$ cat src/rtl/pc_seq_ctrl_pkg.sv
// Shared constants and state encoding for the PC sequencer.
// Imported by pc_seq_ctrl and pc_redirect_buf.
package pc_seq_ctrl_pkg;

  localparam logic        RstEnable   = 1'b1;
  localparam logic        RstDisable  = 1'b0;
  localparam logic        ChipEnable  = 1'b1;
  localparam logic        ChipDisable = 1'b0;
  localparam logic [31:0] ZeroWord    = 32'h0000_0000;

  typedef enum logic [1:0] {
    S_RST   = 2'b00,
    S_FETCH = 2'b01,
    S_HOLD  = 2'b10
  } state_e;

endpackage

$ cat src/rtl/pc_redirect_buf.sv
// Single-entry pending-redirect register. An exception always wins the entry;
// a branch may only replace an empty entry or an older pending branch.
module pc_redirect_buf
  import pc_seq_ctrl_pkg::*;
#(
  parameter int W = 32
) (
  input  logic         clk,
  input  logic         rst,
  input  logic         clr_i,
  input  logic         exc_valid_i,
  input  logic [W-1:0] exc_addr_i,
  input  logic         br_valid_i,
  input  logic [W-1:0] br_addr_i,
  output logic         pend_valid_o,
  output logic         pend_is_exc_o,
  output logic [W-1:0] pend_addr_o
);

  logic         valid_q, valid_d;
  logic         is_exc_q, is_exc_d;
  logic [W-1:0] addr_q, addr_d;

  // NOTE: every variable gets a default before any branch, so no path leaves it unassigned and no latch is inferred.
  always_comb begin
    valid_d  = valid_q;
    is_exc_d = is_exc_q;
    addr_d   = addr_q;
    if (clr_i) begin
      valid_d  = 1'b0;
      is_exc_d = 1'b0;
    end else if (exc_valid_i) begin
      valid_d  = 1'b1;
      is_exc_d = 1'b1;
      addr_d   = exc_addr_i;
    end else if (br_valid_i && !(valid_q && is_exc_q)) begin
      valid_d  = 1'b1;
      is_exc_d = 1'b0;
      addr_d   = br_addr_i;
    end
  end

  // NOTE: state registers use non-blocking assignments so every flop samples pre-edge values.
  always_ff @(posedge clk) begin
    if (rst == RstEnable) begin
      valid_q  <= 1'b0;
      is_exc_q <= 1'b0;
      addr_q   <= '0;
    end else begin
      valid_q  <= valid_d;
      is_exc_q <= is_exc_d;
      addr_q   <= addr_d;
    end
  end

  assign pend_valid_o  = valid_q;
  assign pend_is_exc_o = is_exc_q;
  assign pend_addr_o   = addr_q;

endmodule

$ cat src/rtl/pc_seq_ctrl.sv
// PC sequencer: advance/redirect/flush decisions with one buffered redirect.
// Optional branch delay slot behaviour is enabled by defining BRANCH_DELAY_SLOT_EN.
module pc_seq_ctrl
  import pc_seq_ctrl_pkg::*;
#(
  parameter int EXC_VEC_W  = 32,
  parameter int RST_SETTLE = 1
) (
  input  logic                 clk,
  input  logic                 rst,
  input  logic                 stall_req_id,
  input  logic                 stall_req_ex,
  input  logic                 branch_valid,
  input  logic [EXC_VEC_W-1:0] branch_target,
  input  logic                 exc_valid,
  input  logic [EXC_VEC_W-1:0] exc_vector,
  input  logic                 imem_ack,
  output logic                 imem_req,
  output logic                 pc_ce,
  output logic                 jump_reg,
  output logic [EXC_VEC_W-1:0] jump_addr,
  output logic                 flush_if,
  output logic                 stall_out,
  output logic                 pend_valid
);

  localparam logic [1:0]           SettleLast = 2'(RST_SETTLE - 1);
  localparam logic [EXC_VEC_W-1:0] NoAddr     = EXC_VEC_W'(ZeroWord);

  state_e               state_q, state_d;
  logic [1:0]           cnt_q, cnt_d;
  logic                 adv, stalled;
  logic                 buf_valid, buf_is_exc;
  logic [EXC_VEC_W-1:0] buf_addr;
  logic                 hit, is_br;
  logic [EXC_VEC_W-1:0] sel_addr;

  assign stalled = stall_req_id | stall_req_ex;

  always_comb begin
    state_d   = state_q;
    cnt_d     = cnt_q;
    adv       = 1'b0;
    imem_req  = 1'b0;
    stall_out = 1'b0;
    case (state_q)
      S_RST: begin
        if (cnt_q == SettleLast) state_d = S_FETCH;
        else                     cnt_d   = cnt_q + 2'd1;
      end
      S_FETCH: begin
        imem_req  = 1'b1;
        adv       = imem_ack & ~stalled;
        stall_out = stalled | ~imem_ack;
        if (imem_ack && stalled) state_d = S_HOLD;
      end
      S_HOLD: begin
        // Word already captured: release advances without a fresh ack.
        stall_out = stalled;
        if (!stalled) begin
          adv     = 1'b1;
          state_d = S_FETCH;
        end
      end
      default: state_d = S_RST;
    endcase
    if (rst == RstEnable) begin
      adv       = 1'b0;
      imem_req  = 1'b0;
      stall_out = 1'b0;
    end
  end

  always_ff @(posedge clk) begin
    if (rst == RstEnable) begin
      state_q <= S_RST;
      cnt_q   <= 2'd0;
    end else begin
      state_q <= state_d;
      cnt_q   <= cnt_d;
    end
  end

  // Redirect priority: live exception, pending exception, live branch, pending branch.
  always_comb begin
    hit      = 1'b0;
    is_br    = 1'b0;
    sel_addr = NoAddr;
    if (exc_valid) begin
      hit      = 1'b1;
      sel_addr = exc_vector;
    end else if (buf_valid && buf_is_exc) begin
      hit      = 1'b1;
      sel_addr = buf_addr;
    end else if (branch_valid) begin
      hit      = 1'b1;
      is_br    = 1'b1;
      sel_addr = branch_target;
    end else if (buf_valid) begin
      hit      = 1'b1;
      is_br    = 1'b1;
      sel_addr = buf_addr;
    end
  end

  pc_redirect_buf #(.W(EXC_VEC_W)) u_buf (
    .clk          (clk),
    .rst          (rst),
    .clr_i        (adv),
    .exc_valid_i  (exc_valid & ~adv),
    .exc_addr_i   (exc_vector),
    .br_valid_i   (branch_valid & ~adv),
    .br_addr_i    (branch_target),
    .pend_valid_o (buf_valid),
    .pend_is_exc_o(buf_is_exc),
    .pend_addr_o  (buf_addr)
  );

  assign pc_ce      = adv ? ChipEnable : ChipDisable;
  assign pend_valid = (rst == RstEnable) ? 1'b0 : buf_valid;

`ifdef BRANCH_DELAY_SLOT_EN
  logic                 slot_armed_q, slot_armed_d;
  logic [EXC_VEC_W-1:0] slot_addr_q, slot_addr_d;
  logic                 exc_win;

  assign exc_win = hit & ~is_br;

  // A branch winner only arms the slot; the armed target is taken at the next advance.
  always_comb begin
    slot_armed_d = slot_armed_q;
    slot_addr_d  = slot_addr_q;
    if (adv) begin
      slot_armed_d = hit & is_br;
      slot_addr_d  = sel_addr;
    end
  end

  always_ff @(posedge clk) begin
    if (rst == RstEnable) begin
      slot_armed_q <= 1'b0;
      slot_addr_q  <= '0;
    end else begin
      slot_armed_q <= slot_armed_d;
      slot_addr_q  <= slot_addr_d;
    end
  end

  assign jump_reg  = adv & (exc_win | slot_armed_q);
  assign jump_addr = !jump_reg ? NoAddr : (exc_win ? sel_addr : slot_addr_q);
  assign flush_if  = adv & exc_win;
`else
  assign jump_reg  = adv & hit;
  assign jump_addr = jump_reg ? sel_addr : NoAddr;
  assign flush_if  = jump_reg;
`endif

endmodule

$ cat config.mk
export PLATFORM = sky130hd
export DESIGN_NAME = pc_seq_ctrl
export DESIGN_NICKNAME = d
export VERILOG_FILES = /design/src/rtl/pc_seq_ctrl_pkg.sv /design/src/rtl/pc_redirect_buf.sv /design/src/rtl/pc_seq_ctrl.sv
export SDC_FILE = /design/constraint.sdc
export NUM_CORES = 1
export LEC_CHECK = 0
export ABC_AREA = 1
export BUFFER_PORTS_ARGS = -buffer_cell sky130_fd_sc_hd__buf_2
export CAP_MARGIN = 20
export CORE_MARGIN = 8
export CORE_UTILIZATION = 35
export CTS_CLUSTER_SIZE = 40
export DETAILED_ROUTE_END_ITERATION = 12
export MAX_ROUTING_LAYER = met4
export PLACE_DENSITY = 0.7
export SLEW_MARGIN = 5
export SYNTH_ARGS = -nofsm -noshare
export SYNTH_HDL_FRONTEND = slang
export SYNTH_SLANG_ARGS = --single-unit
$ cat constraint.sdc
create_clock -name clk -period 2.5 [get_ports clk]
set_input_delay 0.5 -clock clk [delete_from_list [all_inputs] [get_ports clk]]
set_output_delay 0.5 -clock clk [all_outputs]
set_load 0.02 [all_outputs]
==> Word level (Yosys, flattened, before mapping) <==
Index checks and enable logic that the tools add are counted.
{ "classes": {"eq_ne": 5, "bitwise": 10, "n_reduce_logical": 11, "addsub": 1, "mux": 28} }
{ "op_table": {"columns": ["op", "count"], "rows": [
  ["32-bit two-way mux", 7],
  ["1-bit two-way mux", 15],
  ["2-bit two-way mux", 3],
  ["2-bit != test, second input constant", 3],
  ["2-bit one-hot mux with 3 select lines", 1],
  ["1-bit bitwise AND", 4],
  ["2-bit zero test", 2],
  ["1-bit NOT", 4],
  ["1-bit one-hot mux with 2 select lines", 2],
  ["2-bit AND reduction", 2],
  ["1-bit logical AND", 3],
  ["3-bit AND reduction", 1],
  ["2-bit by 1-bit adder with 2-bit output, second input constant", 1],
  ["2-bit by 1-bit equality test with 1-bit output, second input constant", 1],
  ["2-bit equality test, second input constant", 1],
  ["1-bit bitwise OR", 2],
  ["2-bit nonzero test", 1],
  ["2-bit OR reduction", 1],
  ["1-bit zero test", 1]
]} }
{ "word_totals": {"output_inout_bits": 38, "wordCells": 60, "reg_bits": 38, "in_bits": 71} }

==> Depth between registers and ports, before layout <==
Gate-level depths: netlist (run 1).
{ "depth": {"depth_word": 10, "mapped_depth": 10} }

==> By module <==
Synthesis (run 1) repeated with hierarchy kept, for this count alone.
{ "hier_totals": {"hier_cells": 631, "area_unflattened_um2": 3489.6} }
{ "by_module_without_submodules": {"columns": ["module", "n_inst", "area_per_inst_um2", "cells_per_inst"], "rows": [
  ["pc_redirect_buf", 1, 2088.3, 356],
  ["pc_seq_ctrl", 1, 1401.3, 275]
]} }

==> Worst setup path before layout (run 1) <==
No wires, ideal clock.
{ "synth_path": {"kind": "register to output", "startpoint": "reg state_q[0]", "endpoint": "out jump_reg", "t_arrival_ns": 1.719, "stages_incl_launch_ff": 9, "path_buffers": 2, "setup_slack_ns": 0.281, "path_cell_list": "dfxtp_1 > inv_1 > ha_1 > nand4_1 > clkinv_1 > o21ai_2 > buf_2 > inv_2 > buf_4"} }
{ "synth_between": {"elab_chain_cells": 4, "word_cells_on_any_way": 5, "classes_between": "eq/ne: 2; mux: 2; bitwise: 1"} }
{ "synth_rtl": {"columns": ["item", "line", "text"], "rows": [
  ["start, declared", "pc_seq_ctrl.sv:30", "state_e state_q, state_d;"],
  ["start signal, assigned", "pc_seq_ctrl.sv:79", "state_q <= state_d;"],
  ["2-bit equality test or 2-bit by 1-bit equality test with 1-bit output (tied branches)", "pc_seq_ctrl.sv:46", "case (state_q)"],
  ["1-bit one-hot mux with 2 select lines *", "pc_seq_ctrl.sv:46", null],
  ["1-bit two-way mux *", "pc_seq_ctrl.sv:67", "if (rst == RstEnable) begin"],
  ["1-bit bitwise AND *", "pc_seq_ctrl.sv:153", "assign jump_reg = adv & hit;"],
  ["end, declared", "pc_seq_ctrl.sv:20", "output logic jump_reg,"]
]} }
Every way passes the cells marked *; elsewhere a longest branch is shown, timed or not.

==> Worst setup path after layout (run 1) <==
{ "layout_path": {"startpoint": "reg state_q[1]", "endpoint": "out jump_addr[29]"} }
{ "layout_between": {"elab_chain_cells": 5, "word_cells_on_any_way": 6, "classes_between": "eq/ne: 2; mux: 3; bitwise: 1"} }
{ "layout_rtl": {"columns": ["item", "line", "text"], "rows": [
  ["2-bit equality test or 2-bit by 1-bit equality test with 1-bit output (tied branches)", "pc_seq_ctrl.sv:46", null],
  ["1-bit one-hot mux with 2 select lines *", "pc_seq_ctrl.sv:46", null],
  ["1-bit two-way mux *", "pc_seq_ctrl.sv:67", null],
  ["1-bit bitwise AND *", "pc_seq_ctrl.sv:153", null],
  ["32-bit two-way mux *", "pc_seq_ctrl.sv:154", "assign jump_addr = jump_reg ? sel_addr : NoAddr;"],
  ["end, declared", "pc_seq_ctrl.sv:21", "output logic [EXC_VEC_W-1:0] jump_addr,"]
]} }
Marks and branches as above.

==> results of run 1 <==
## cells by family (layout without fill, tap and decap cells)
kind of cell	Yosys count	count (layout)	synth area share, %
AND/OR/NAND/NOR	212	212	31.8
other	0	1	0
buffers and inverters	108	207	16.3
AO/OA/AOI/OAI	112	112	21.7
adder cells (fa/ha/maj)	6	6	2.70
flip-flops	38	38	27.4
## metal layers
layer | track usage (%) | part of all wire [%]
met2 | 24.7 | 45
met3 | 4.42 | 5.2
met1 | 17.9 | 49
met5 | - | 0
met4 | 3.67 | 1.1
## where the power goes
part           total [mW]  leakage [nW]  switching, mW  internal [mW]
logic               0.686          1.63          0.413          0.273
clock network       0.426        0.0482          0.203          0.222
registers           0.722         0.317         0.0370          0.685
## placed cells by master (no fill, tap or decap)
cell type	Yosys	layout
nor2_1	38	34
a21oi_1	40	40
buf_4	2	19
nand2_2	1	1
o21ai_4	0	1
o22ai_1	32	32
clkbuf_1	8	1
buf_6	3	1
o21ai_0	38	38
or2_2	32	32
inv_2	2	4
ha_1	6	4
inv_4	0	1
o21ai_2	1	1
buf_12	0	2
clkinv_2	0	1
clkbuf_8	0	6
diode_2	0	1
nand2_1	138	138
nor2_2	1	5
ha_4	0	1
nand3_1	1	1
buf_2	15	98
dfxtp_2	0	2
nand4_1	1	1
inv_1	76	74
ha_2	0	1
dfxtp_1	38	36
## metrics by stage
step / power, mW / util (%) / instances / hold WS (ps) / setup WS, ps
after floorplan: 1.20 / - / 476 / 433 / 281
after CTS: 1.82 / 45.4 / 677 / 486 / 18.0
after global routing: 1.98 / 46.2 / 678 / 507 / 1.94
final: 1.83 / 46.2 / 678 / 487 / 116
after global placement: 1.35 / 43.8 / 668 / 443 / 246
after detailed placement: 1.38 / 43.8 / 668 / 476 / 214
## layout make-up
class,count,area share (%)
Antenna cell,1,0.0701
Clock buffer,7,2.42
Clock inverter,1,0.140
Inverter,79,8.38
Multi-Input combinational cell,330,44.8
Sequential cell,38,21.4
Tap cell,102,3.58
Timing Repair Buffer,120,19.2
## critical path, stage by stage (launching register included)
cell     delay, ps
dfxtp_2        350
inv_4           70
ha_2           180
nand2_1         60
nand2_1         70
nand4_1        180
inv_2          130
o21ai_4        100
buf_12         170
nor2_1         110
buf_2          170
## sequential cells by signal, indices dropped and copies added (netlist names)
| name | cells |
|---|---|
| cnt_q | 2 |
| u_buf.pend_is_exc_o | 1 |
| u_buf.pend_valid_o | 1 |
| u_buf.pend_addr_o | 32 |
| state_q | 2 |
## how the worst min path moves through the flow
stage               cells after the start               endpoint  slack (ps)                  start
floorplan                               2  cnt_q[1]$_SDFFE_PP0P_         430  cnt_q[1]$_SDFFE_PP0P_
global placement                        2  cnt_q[1]$_SDFFE_PP0P_         440  cnt_q[1]$_SDFFE_PP0P_
detailed placement                      2  cnt_q[1]$_SDFFE_PP0P_         480  cnt_q[1]$_SDFFE_PP0P_
CTS                                     2  cnt_q[1]$_SDFFE_PP0P_         490  cnt_q[1]$_SDFFE_PP0P_
global route                            2  cnt_q[1]$_SDFFE_PP0P_         510  cnt_q[1]$_SDFFE_PP0P_
finish                                  2  cnt_q[1]$_SDFFE_PP0P_         490  cnt_q[1]$_SDFFE_PP0P_
## repair_timing
item                       in CTS  in global routing
setup endpoints to repair      27                 34
gates cloned                    0                  0
buffers inserted                1                  0
pin swaps                       0                  1
resized for setup               2                 22
==> results.sh, run 1 <==
export IMPL_synthCells=476
export IMPL_cts_tree="yes"
export IMPL_std_cell_rows=32
export IMPL_ant_nets=0
export IMPL_core_area_sq_mm=0.00773
export IMPL_clock_tree_root_cell="clkbuf_8"
export IMPL_worst_setup_path_start_kind="flip-flop"
export IMPL_drtPass1Iterations=4
export IMPL_io_pins=109
export IMPL_synth_top_cell_by_area="dfxtp_1"
export IMPL_ys_seq_area_share_pct=27.4
export IMPL_wl_per_cell_um=12.1
export IMPL_async_flop_share_pct=0
export IMPL_die_y_um=105
export IMPL_grt_max_degree=38
export IMPL_routed_wl_um=8190
export IMPL_endpoint="jump_addr[29]"
export IMPL_reg2reg_to="u_buf.pend_addr_o[28]$_SDFFE_PP0P_"
export IMPL_outcome="finished clean"
export IMPL_synth_top_flop_cell="dfxtp_1"
export IMPL_maxCapViolations=0
export IMPL_insertion_delay_ps=280
export IMPL_place_gp_congestion=0.757
export IMPL_finalSetupTns_ps=0
export IMPL_r2r_cells=8
export IMPL_hp_class="flip-flop to flip-flop"
export IMPL_vias=3147
export IMPL_portBuffers=108
export IMPL_grtUsageTotal_pct=15.2
export IMPL_cts_hold_fix_buffers=0
export IMPL_r2r_start="state_q[0]$_SDFFE_PP0P_"
export IMPL_num_fill_cells=837
export IMPL_critPathLaunch="state_q[1]$_SDFFE_PP0P_"
export IMPL_dp_hpwl_um=6030
export IMPL_fmax_ghz=0.419
export IMPL_nets=651
export IMPL_fin_crit_ps=2380
export IMPL_cts_max_level=2
export IMPL_synth_area_sq_mm=0.00278
export IMPL_fin_crit_sh_pct=95.4
export IMPL_viasPerCell=4.64
export IMPL_start_util_pct=36.0
export IMPL_area_delta_synth_final_pct=28.4
export IMPL_ys_top_cells_by_count="nand2_1, inv_1, a21oi_1"
export IMPL_worst_endpoint_required_ps=2000
export IMPL_numCtsBuffers=5
export IMPL_cts_sinks=38
export IMPL_synth_top_area_share_pct=27.4
export IMPL_synth_edf_count=0
export IMPL_ys_ff_latch=38
export IMPL_syn_nets=553
export IMPL_rsz0062_at_grt="true"
export IMPL_power_density_mw_per_mm2=514
export IMPL_clk_pin_slew_ps=70
export IMPL_die_width_um=105
export IMPL_arrival_ps=1880
export IMPL_drt_iter0_drc=112
export IMPL_endpoint_kind="output pin"
export IMPL_rrSetupSlack_ps=520
export IMPL_path_class="flip-flop to output pin"
export IMPL_grt_pass1_vias=3150
export IMPL_ir_drop_v=0.000204
export IMPL_finalClockSkew_ps=1.22
export IMPL_yosysWarnings=0
export IMPL_drive_gt1_share_pct=30.6
export IMPL_ff_latch_area_sq_um=763
export IMPL_crit_path_max_fanout=18
export IMPL_antenna_found_initial=1
export IMPL_drc=0
export IMPL_die_area_sq_mm=0.0110
export IMPL_synth_area_top_cells="dfxtp_1, nand2_1, inv_1, a21oi_1, o22ai_1"
export IMPL_overflow=0
export IMPL_tightest_slew_ps=549
export IMPL_hold_viol_final=0
export IMPL_syn_avg_cell_area_sq_um=5.84
export IMPL_design_area_sq_mm=0.00357
export IMPL_slew_headroom_pct=63.4
export IMPL_yosysMostFrequentCell="nand2_1"
export IMPL_slew_viol_final=0
export IMPL_finalSetupViolCount=0
export IMPL_grt_pass1_wl_um=14100
export IMPL_clockBufferDepth=2
export IMPL_power_leakage_nw=2.00
export IMPL_multi_input_area_sq_mm=0.00160
export IMPL_placed_area_sq_mm=0.00339
export IMPL_synth_cell_types=22
No activity file was read; power rests on OpenSTA's default activity.
==> inputs of run 2 (changes only) <==
==> constraint.sdc (replaced) <==
create_clock -name clk -period 2.7 [get_ports clk]
set_input_delay 0.54 -clock clk [delete_from_list [all_inputs] [get_ports clk]]
set_output_delay 0.54 -clock clk [all_outputs]
set_load 0.02 [all_outputs]
==> results.sh, run 2 (same netlist as run 1, synthesis figures left out) <==
export IMPL_swShare_pct=35.0
export IMPL_crit_buf_inv=4
export IMPL_pwr_share_seq_pct=40.4
export IMPL_cts_max_level=2
export IMPL_clk_pin_slew_ps=60
export IMPL_arrival_ps=2020
export IMPL_grt_max_degree=38
export IMPL_ant_nets=0
export IMPL_std_cell_rows=32
export IMPL_vias=3145
export IMPL_drive_gt1_share_pct=28.9
export IMPL_die_width_um=105
export IMPL_place_gp_congestion=0.801
export IMPL_routed_wl_um=7960
export IMPL_worst_setup_path_start_kind="flip-flop"
export IMPL_crit_path_max_fanout=15
export IMPL_dp_hpwl_um=6050
export IMPL_worst_endpoint_required_ps=2160
export IMPL_power_mw=1.63
export IMPL_grtUsageTotal_pct=14.5
export IMPL_power_density_mw_per_mm2=468
export IMPL_grt_pass1_wl_um=13500
export IMPL_ir_drop_v=0.000223
export IMPL_crit_family="buffers and inverters"
export IMPL_overflow=0
export IMPL_drc=0
export IMPL_viasPerCell=4.64
export IMPL_core_area_sq_mm=0.00773
export IMPL_cts_tree="yes"
export IMPL_pwr_share_comb_pct=36.6
export IMPL_slew_viol_final=0
export IMPL_path_class="flip-flop to output pin"
export IMPL_cts_setup_buffers=0
export IMPL_finalSetupViolCount=0
export IMPL_critPathLaunch="state_q[0]$_SDFFE_PP0P_"
export IMPL_place_ws_ps=379
export IMPL_portBuffers=108
export IMPL_largest_reg_flops=32
export IMPL_placed_area_sq_mm=0.00341
export IMPL_antenna_found_initial=1
export IMPL_p_int_mw=1.06
export IMPL_fmax_ghz=0.391
export IMPL_endpoint_kind="output pin"
export IMPL_cpPeakStageDelay_ps=380
export IMPL_hold_viol_final=0
export IMPL_numCtsBuffers=5
export IMPL_clock_tree_root_cell="clkbuf_8"
export IMPL_maxCapViolations=0
export IMPL_nets=653
export IMPL_wl_per_cell_um=11.7
export IMPL_insertion_delay_ps=280
export IMPL_start_util_pct=36.0
export IMPL_power_switching_uw=572
export IMPL_die_y_um=105
export IMPL_finalClockSkew_ps=3.74
export IMPL_hp_class="flip-flop to flip-flop"
export IMPL_num_fill_cells=873
export IMPL_slew_headroom_pct=64.5
export IMPL_io_pins=109
export IMPL_clockPowerShare_pct=23.0
export IMPL_mostFrequentLayoutCell="nand2_1"
export IMPL_path_cells="inv_1 > ha_1 > nand4_1 > clkinv_1 > o21ai_2 > buf_4 > nor2_1 > buf_2"
export IMPL_cts_repair_resized=0
export IMPL_area_delta_synth_final_pct=25.8
export IMPL_fin_ws_ps=143
export IMPL_layout_common_cells="nand2_1, buf_2, inv_1"
export IMPL_cts_sinks=38
export IMPL_dp_cells=671
export IMPL_fin_cells=678
export IMPL_cts_hold_fix_buffers=0
export IMPL_multi_input_area_sq_mm=0.00157
export IMPL_grt_pass1_vias=3023
export IMPL_crit_slowest_cell="dfxtp_1"
export IMPL_r2r_start="state_q[0]$_SDFFE_PP0P_"
export IMPL_tightest_slew_ps=532
export IMPL_die_area_sq_mm=0.0110
export IMPL_fin_crit_ps=2560
export IMPL_drt_iter0_drc=135
export IMPL_fin_crit_sh_pct=94.7
export IMPL_outcome="finished clean"
export IMPL_hp_start="cnt_q[0]$_SDFFE_PP0P_"
export IMPL_drtPass1Iterations=4
export IMPL_ff_latch_area_sq_um=761
export IMPL_design_area_sq_mm=0.00350
export IMPL_clockBufferDepth=2
export IMPL_power_leakage_nw=1.99
-- run 2: cell types whose count changed in the layout (fill, tap and decap cells not counted), sizes merged --
cell    delta
inv        -1
clkbuf     -1
buf        +2
-- run 2: worst reg2reg max path: stages, from the launching register on --
cell and delay [ps]:
dfxtp_1 380, inv_1 90, ha_1 330, nand4_1 200, nand2_2 190, inv_2 450
a21oi_1 160
-- run 2: power by group through the flow --
stage / logic, mW / clock network (mW) / registers (mW)
after global routing: 0.689 / 0.413 / 0.668
after detailed placement: 0.601 / 0 / 0.674
after floorplan: 0.441 / 0 / 0.666
after CTS: 0.605 / 0.390 / 0.661
final: 0.598 / 0.376 / 0.660
after global placement: 0.587 / 0 / 0.671
-- run 2: layout make-up --
cell class,instances,share of cell area (%)
antenna,1,0.0716
sequential,38,21.8
timing repair buffer,122,18.8
tap,102,3.65
inverter,79,8.48
clock buffer,6,2.36
multi-input combinational,330,44.8
-- run 2: through the flow --
stage	util, %	hold slack (ps)	TNS (ps)
6_report	45.2	481	0
5_1_grt	45.2	507	-1.60
4_1_cts	45.2	482	0
3_5_place_dp	44.1	469	0
3_3_place_gp	44.1	445	0
2_1_floorplan	-	433	0
-- run 2: layer usage --
layer  wire, um  vias up  GRT usage [%]
met4         45        0           3.16
met5          0        -              -
met2       3620       91           24.1
li1           -     1672              -
met3        531        4           4.18
met1       3770     1378           17.0
-- run 2: path summary, 6_finish.rpt --
kind                                                           end  slack [ps]  cells past startpoint
worst max register to register  u_buf.pend_addr_o[17]$_SDFFE_PP0P_         750                      6
worst max-delay path                                 jump_addr[21]         140                      8
worst min register to register               cnt_q[0]$_SDFFE_PP0P_         480                      2
worst min-delay path                         cnt_q[0]$_SDFFE_PP0P_         480                      2
==> inputs of run 3 (changes only) <==
--- a/config.mk
+++ b/config.mk
@@ -14,6 +14,7 @@
 export DETAILED_ROUTE_END_ITERATION = 12
 export MAX_ROUTING_LAYER = met4
 export PLACE_DENSITY = 0.7
+export RECOVER_POWER = 50
 export SLEW_MARGIN = 5
 export SYNTH_ARGS = -nofsm -noshare
 export SYNTH_HDL_FRONTEND = slang
==> results.sh, run 3 (same netlist as run 1, synthesis figures left out) <==
export IMPL_area_delta_synth_final_pct=25.5
export IMPL_grtUsageTotal_pct=14.5
export IMPL_drt_iter0_drc=137
export IMPL_numCtsBuffers=5
export IMPL_cts_setup_buffers=0
export IMPL_mostFrequentLayoutCell="nand2_1"
export IMPL_dp_hpwl_um=6050
export IMPL_die_area_sq_mm=0.0110
export IMPL_power_leakage_nw=1.98
export IMPL_viasPerCell=4.64
export IMPL_fin_cells=678
export IMPL_critPathLaunch="state_q[0]$_SDFFE_PP0P_"
export IMPL_cts_hold_fix_buffers=0
export IMPL_clk_pin_slew_ps=60
export IMPL_routed_wl_um=7950
export IMPL_arrival_ps=1990
export IMPL_nets=653
export IMPL_crit_path_max_fanout=15
export IMPL_largest_reg_flops=32
export IMPL_r2r_start="state_q[0]$_SDFFE_PP0P_"
export IMPL_clock_tree_root_cell="clkbuf_8"
export IMPL_worst_endpoint_required_ps=2160
export IMPL_layout_common_cells="nand2_1, buf_2, inv_1"
export IMPL_vias=3148
export IMPL_worst_setup_path_start_kind="flip-flop"
export IMPL_endpoint_kind="output pin"
export IMPL_ant_nets=0
export IMPL_rsz0062_at_grt="false"
export IMPL_cts_max_level=2
export IMPL_core_area_sq_mm=0.00773
export IMPL_clockBufferDepth=2
export IMPL_io_pins=109
export IMPL_wl_per_cell_um=11.7
export IMPL_dp_cells=671
export IMPL_ir_drop_v=0.000223
export IMPL_insertion_delay_ps=280
export IMPL_antenna_found_initial=1
export IMPL_drtPass1Iterations=5
export IMPL_placed_area_sq_mm=0.00341
export IMPL_place_gp_congestion=0.801
export IMPL_std_cell_rows=32
export IMPL_maxCapViolations=0
export IMPL_slew_headroom_pct=64.2
export IMPL_die_width_um=105
export IMPL_design_area_sq_mm=0.00349
export IMPL_finalClockSkew_ps=4.81
export IMPL_path_class="flip-flop to output pin"
export IMPL_cts_repair_resized=0
export IMPL_hp_start="cnt_q[0]$_SDFFE_PP0P_"
export IMPL_finalSetupTns_ps=0
export IMPL_drc=0
export IMPL_power_density_mw_per_mm2=468
export IMPL_grt_pass1_wl_um=13500
export IMPL_hold_viol_final=0
export IMPL_fin_crit_ps=2530
export IMPL_num_fill_cells=876
export IMPL_overflow=0
export IMPL_fin_crit_sh_pct=93.9
export IMPL_cts_sinks=38
export IMPL_hp_class="flip-flop to flip-flop"
export IMPL_grt_max_degree=38
export IMPL_finalSetupViolCount=0
export IMPL_cts_tree="yes"
export IMPL_die_y_um=105
export IMPL_drive_gt1_share_pct=28.2
export IMPL_tightest_slew_ps=536
export IMPL_slew_viol_final=0
export IMPL_outcome="finished clean"
export IMPL_fmax_ghz=0.395
export IMPL_start_util_pct=36.0
export IMPL_portBuffers=108
export IMPL_grt_pass1_vias=3023
==> run 3: cell count changes in the layout (fill, tap and decap cells not counted) <==
cell      change
buf_4         -1
nand2_1       +1
buf_2         -2
nand2_2       -1
clkbuf_1      +3
==> run 3: metrics by stage <==
step	setup slack [ps]	hold slack, ps	util (%)	power (mW)
after floorplan	441	433	-	1.11
after CTS	126	482	45.2	1.66
final	166	481	45.1	1.63
after detailed placement	379	469	44.1	1.27
after global routing	22.4	507	45.1	1.77
after global placement	421	445	44.1	1.26
==> run 3: path summary, 6_finish.rpt <==
check                                        to  slack, ps  depth (start not counted)
max                               jump_addr[21]        170                          8
min                       cnt_q[0]$_SDFFE_PP0P_        480                          2
max reg2reg  u_buf.pend_addr_o[18]$_SDFFE_PP0P_        510                          8
min reg2reg               cnt_q[0]$_SDFFE_PP0P_        480                          2
==> run 3: cell type report <==
type	count	area [sq um]	share of cell area [%]
clock buffers	6	82.6	2.37
flip-flops and latches	38	761	21.8
inverters	79	297	8.50
multi-input cells	330	1570	44.9
well taps	102	128	3.66
diodes	1	2.50	0.0718
repair buffers	122	652	18.7
==> run 3: routing by layer <==
layer	vias to the layer above	part of all wire [%]	track usage (%)
met5	-	0	-
met1	1378	48	17.0
met2	94	45	24.1
li1	1672	-	-
met3	4	6.3	4.18
met4	0	0.57	3.16
==> run 3: power by group <==
| part | switching, mW | internal, mW |
|---|---|---|
| Clock | 0.180 | 0.197 |
| Sequential | 0.0289 | 0.631 |
| Combinational | 0.364 | 0.231 |
==> run 3: worst max-delay path: stages, from the launching register on <==
cell and delay (ps):
dfxtp_1 380, inv_1 90, ha_1 330, nand4_1 180, clkinv_1 120, o21ai_2 100, buf_4 250, nor2_1 80
buf_2 160
